**src/rtl/instr_mem_loader.sv**
```systemverilog
// Program loader: assembles a little-endian byte stream into 32-bit words and writes
// them to consecutive instruction memory indices while holding the core stalled.
module instr_mem_loader #(
    parameter int unsigned MEMORY_SIZE = 64
) (
    input  logic        clk,
    input  logic        reset,
    input  logic        start,
    input  logic [31:0] word_count,
    input  logic [7:0]  byte_in,
    input  logic        byte_valid,
    output logic        byte_ready,
    output logic        write_en,
    output logic [31:0] write_address,
    output logic [31:0] write_data,
    output logic        core_hold,
    output logic        busy,
    output logic        done,
    output logic        error
);

    localparam logic [31:0] MemSize = 32'(MEMORY_SIZE);

    typedef enum logic [1:0] {
        StIdle,
        StCollect,
        StWrite,
        StDone
    } state_e;

    state_e      state_q, state_d;
    logic [31:0] count_q, count_d;
    logic [31:0] index_q, index_d;
    logic [1:0]  byte_cnt_q, byte_cnt_d;
    logic [31:0] word_q, word_d;
    logic [31:0] waddr_q, waddr_d;
    logic [31:0] wdata_q, wdata_d;
    logic        done_q, done_d;
    logic        error_q, error_d;
    logic        handshake;

    always_ff @(posedge clk or posedge reset) begin
        if (reset) begin
            state_q    <= StIdle;
            count_q    <= '0;
            index_q    <= '0;
            byte_cnt_q <= '0;
            word_q     <= '0;
            waddr_q    <= '0;
            wdata_q    <= '0;
            done_q     <= 1'b0;
            error_q    <= 1'b0;
        end else begin
            state_q    <= state_d;
            count_q    <= count_d;
            index_q    <= index_d;
            byte_cnt_q <= byte_cnt_d;
            word_q     <= word_d;
            waddr_q    <= waddr_d;
            wdata_q    <= wdata_d;
            done_q     <= done_d;
            error_q    <= error_d;
        end
    end

    always_comb begin
        state_d    = state_q;
        count_d    = count_q;
        index_d    = index_q;
        byte_cnt_d = byte_cnt_q;
        word_d     = word_q;
        waddr_d    = waddr_q;
        wdata_d    = wdata_q;
        done_d     = done_q;
        error_d    = error_q;

        byte_ready    = (state_q == StCollect);
        write_en      = (state_q == StWrite);
        busy          = (state_q == StCollect) || (state_q == StWrite);
        core_hold     = busy;
        done          = done_q;
        error         = error_q;
        write_address = waddr_q;
        write_data    = wdata_q;
        handshake     = byte_valid && byte_ready;

        unique case (state_q)
            StIdle, StDone: begin
                if (start) begin
                    if ((word_count == '0) || (word_count > MemSize)) begin
                        error_d = 1'b1;
                        done_d  = 1'b0;
                        state_d = StIdle;
                    end else begin
                        count_d    = word_count;
                        index_d    = '0;
                        byte_cnt_d = '0;
                        word_d     = '0;
                        done_d     = 1'b0;
                        error_d    = 1'b0;
                        state_d    = StCollect;
                    end
                end
            end
            StCollect: begin
                if (handshake) begin
                    byte_cnt_d = byte_cnt_q + 2'd1;
                    unique case (byte_cnt_q)
                        2'd0: word_d[7:0]   = byte_in;
                        2'd1: word_d[15:8]  = byte_in;
                        2'd2: word_d[23:16] = byte_in;
                        2'd3: word_d[31:24] = byte_in;
                        default: ;
                    endcase
                    // Latch the write port on the last byte so it is valid throughout WRITE.
                    if (byte_cnt_q == 2'd3) begin
                        waddr_d = index_q;
                        wdata_d = {byte_in, word_q[23:0]};
                        state_d = StWrite;
                    end
                end
            end
            StWrite: begin
                if (index_q == count_q - 32'd1) begin
                    done_d  = 1'b1;
                    state_d = StDone;
                end else begin
                    index_d = index_q + 32'd1;
                    state_d = StCollect;
                end
            end
            default: state_d = StIdle;
        endcase
    end

endmodule

```
**config.mk**
```make
export PLATFORM = sky130hd
export DESIGN_NAME = instr_mem_loader
export DESIGN_NICKNAME = d
export VERILOG_FILES = /design/src/rtl/instr_mem_loader.sv
export SDC_FILE = /design/constraint.sdc
export NUM_CORES = 1
export LEC_CHECK = 0
export BUFFER_PORTS_ARGS = -buffer_cell sky130_fd_sc_hd__buf_2
export CAP_MARGIN = 30
export CORE_MARGIN = 2
export CORE_UTILIZATION = 30
export DETAILED_ROUTE_END_ITERATION = 6
export HOLD_SLACK_MARGIN = 0.05
export SLEW_MARGIN = 20
export SYNTH_ARGS = -nofsm -noshare
export SYNTH_HDL_FRONTEND = slang
export SYNTH_SLANG_ARGS = --single-unit
export TNS_END_PERCENT = 30
```
**constraint.sdc**
```tcl
create_clock -name clk -period 5.7 [get_ports clk]
set_clock_uncertainty 0.15 [all_clocks]
set_input_delay 1.71 -clock clk [delete_from_list [all_inputs] [get_ports clk]]
set_output_delay 1.71 -clock clk [all_outputs]
set_load 0.1 [all_outputs]
```
==> summary.txt <==
Floorplanning
  • I/O pin count: 114
  • Width of the chip: 167 um
  • Row count: 59
  • Core Footprint: ~0.026 mm^2
  • Initial Utilization: 30.7%
  • Area of the die: between 0.02 and 0.03 mm^2
  • Die height: 167 um

Worst setup path
  • CP cell instances: buf_2 > nor4_1 > nand3_1 > a211oi_1 > a21oi_1 > or2_2 > a21oi_1 > mux2_2
  • Crit path required time: 5.88 ns
  • Crit path from: word_count[0]
  • CP Launch Type: input port
  • Reg2reg end: state_q[1]
  • FF-to-FF Start: count_q[0]
  • Critical path type: input port to flip-flop
  • Crit-path slowest cell: a21oi_1
  • Critical Path Fanout Max: 8
  • WP buf/inv: 1
  • Most frequent CP cell: a21oi_1
  • CP Capture Type: flip-flop
  • Max stage delay on crit path: 0.71 ns
  • Reg2Reg Setup Slack: 1.38 ns
  • Worst Path Arrival: 4.57 ns
  • Worst r2r path cells: 11
  • Largest delay share family, worst path: compound AO/OA/AOI/OAI gates

Synthesis
  • Synth cell types: between 60 and 70
  • Asr flop ratio synth: 100%
  • Synth Cell Area: approximately 0.0080 mm^2
  • Most used flip-flop cell after synthesis: dfrtp_1
  • Synth Net Count: around 800
  • Seq/Total Area, Yosys: just under 50%
  • Post-synth EDFFs: 0
  • Register bit total from synthesis: 158
  • Synth Area per Inst: 10.8 um^2
  • Synth Warn #: 0
  • Post-Synthesis Cells: 744

Clocking
  • Root Driver: clkbuf_16
  • CTS Buf Count: 17
  • CTS H-tree depth: 4
  • Post-CTS Setup Bufs: 0
  • Clk sinks: about 160
  • Worst-Skew Late Latency: 0.44 ns
  • CTS tree: yes
  • PostCTS Resize Cnt: 0
  • CTS clk-pin slew, worst paths: 0.08 ns
  • Clock buffer depth: 2
  • Post-CTS Hold Buffers: 0

Drt
  • DRT iter0 DRCs: 542
  • Post-route ant nets: 0
  • Pre-antenna DRT Iters: 7
  • Residual DRC count: 8
  • Via count: 6,176
  • Final wirelength: 20.5 mm
  • Via/cell ratio: about 5.2
  • Avg WL per Cell: 17.2 um

Global routing
  • Initial antenna violation count: 0
  • Busiest layer in global routing: met2
  • Total grt overflow: 0
  • Overall Global Routing Usage: 15.4%
  • Met1 usage: a little over a fifth
  • First-pass GRT wire length: 34.4 mm
  • Met2 Use GR: approximately a quarter
  • Largest net degree at the start of global routing: about 130
  • Vias in the first global route: roughly 6,200
  • Grt met3 use: 3.26%

Run status
  • Run status: finished, violations left
  • Violated checks: design-rule violations

Finish
  • Layout area overhead: 19.0%
  • Fraction of layout cells with a size suffix above 1: between 30% and 40%
  • Nets: 895
  • Post-route cell area: 0.00953 mm^2
  • Fill cells: ~2,700

Timing
  • Setup violators final: 0
  • Fin crit period: 4.39 ns
  • Min Hold Slack: 0.343 ns
  • Worst rel slew slack: 39.3%
  • RSZ-0062 raised after global routing: false
  • Fmax: 228 MHz
  • Final hold vios: 0
  • Final period util: 76.9%
  • Worst-Margin Slew: 0.910 ns
  • Final-report max-slew violation count: 0
  • Setup TNS: 0 ns

Flow run
  • Max_cap viols: 0

Placement
  • Area after DPL: between 0.008 and 0.009 mm^2
  • Port Buf Inserts: 113
  • Post-detail-place hpwl: around 14 mm
  • GP Congestion: approximately 0.87

Hold path
  • Endpoint of the worst hold path: write_address[26]
  • Hold depth: 2
  • Worst min-delay path category: flip-flop to flip-flop
  • Hold Crit Start: write_address[26]

Power and ir drop
  • LEAKAGE: 4.56 nW
  • Power per cell area: around 300 mW/mm^2
  • Max VDD drop: between 0.15 and 0.2 mV
[placed cells by master, fill, tap and decap left out, types with 7 or more instances in the layout]
master,Yosys,final
a21oi_1,33,33
and2_1,12,12
and3_1,8,8
buf_2,3,113
buf_4,2,7
clkbuf_16,0,17
clkinv_8,0,7
dfrtp_1,158,158
ha_1,8,8
inv_1,21,20
mux2_2,91,91
nand2_1,39,39
nand3_1,24,23
nand4_1,16,16
nor2_1,26,26
nor2b_1,23,23
nor3_1,22,22
nor4_1,23,23
o211ai_1,8,8
o21ai_0,28,28
o31ai_1,9,9
or3_1,22,22
or4_1,15,15
xnor2_1,20,20
xor2_1,16,16
[how the worst max path moves through the flow]
stage                        endpoint  cells after the start
after global routing       state_q[1]                     11
after global placement      word_q[6]                      8
after CTS                   word_q[1]                      8
after detailed placement    word_q[6]                      8
final                      word_q[17]                      8
after floorplan           index_q[10]                     10
[per-layer routing]
layer / vias to the layer above / part of all wire, %
li1: 2948 / -
met1: 3044 / 47
met2: 149 / 46
met3: 35 / 5.0
met4: 0 / 1.9
met5: - / 0
[cell type report]
| type | count | area (um^2) | share of cell area (%) |
|---|---|---|---|
| multi-input combinational | 523 | 3800 | 39.9 |
| antenna | 1 | 2.50 | 0.0263 |
| inverter | 21 | 82.6 | 0.866 |
| clock buffer | 17 | 425 | 4.46 |
| timing repair buffer | 122 | 658 | 6.91 |
| tap | 335 | 419 | 4.40 |
| sequential | 158 | 3950 | 41.5 |
| clock inverter | 15 | 189 | 1.98 |
[flip-flops by register name, summed over array words and instances (netlist names)]
name / cells
error: 1
count_q: 32
done: 1
word_q: 24
index_q: 32
write_address: 32
write_data: 32
byte_cnt_q: 2
state_q: 2
[tightest hold or removal path, cell delays in order, from the launching register on]
cell     delay, ns
dfrtp_1       0.34
nand2_1       0.04
o21ai_0       0.07
[power breakdown]
part           internal [mW]  switching [mW]  leakage, nW
registers               1.23          0.0662         2.15
clock network          0.595           0.562        0.290
logic                  0.122           0.296         2.12
[synthesized netlist by cell type, types with 8 or more instances]
| master | n | share of area, % |
|---|---|---|
| o21ai_0 | 28 | 1.7 |
| nor3_1 | 22 | 1.4 |
| nor2_1 | 26 | 1.2 |
| dfrtp_1 | 158 | 49 |
| ha_1 | 8 | 1.2 |
| and2_1 | 12 | 0.94 |
| clkbuf_1 | 32 | 1.5 |
| nand2_1 | 39 | 1.8 |
| inv_1 | 21 | 0.98 |
| nor2b_1 | 23 | 1.8 |
| mux2_2 | 91 | 13 |
| a21oi_1 | 33 | 2.1 |
| nand3_1 | 24 | 1.5 |
| nand4_1 | 16 | 1.2 |
| nor4_1 | 23 | 1.8 |
| xor2_1 | 16 | 1.7 |
| or4_1 | 15 | 1.4 |
| or3_1 | 22 | 1.7 |
| o31ai_1 | 9 | 0.84 |
| o211ai_1 | 8 | 0.75 |
| xnor2_1 | 20 | 2.2 |
| and3_1 | 8 | 0.62 |
[logic make-up after synthesis]
logic type | Yosys count | share of synthesized area (%)
AOI/OAI and AO/OA | 122 | 9.92
adders and majority gates | 8 | 1.25
buffers and inverters | 63 | 3.37
and+or+nand+nor | 262 | 18.9
xor gates and xnor gates | 36 | 3.94
muxes | 95 | 13.3
DFF | 158 | 49.4
[stage by stage]
| stage | setup slack [ns] | util (%) | instances | total power, mW |
|---|---|---|---|---|
| 2_1_floorplan | 1.50 | - | 744 | 1.64 |
| 3_3_place_gp | 0.798 | 34.0 | 1157 | 1.73 |
| 3_5_place_dp | 0.745 | 34.1 | 1158 | 1.74 |
| 4_1_cts | 1.21 | 36.4 | 1190 | 2.91 |
| 5_1_grt | 0.903 | 36.5 | 1191 | 2.99 |
| 6_report | 1.31 | 36.5 | 1192 | 2.87 |
Note: power is estimated with default switching activity, not from simulation.
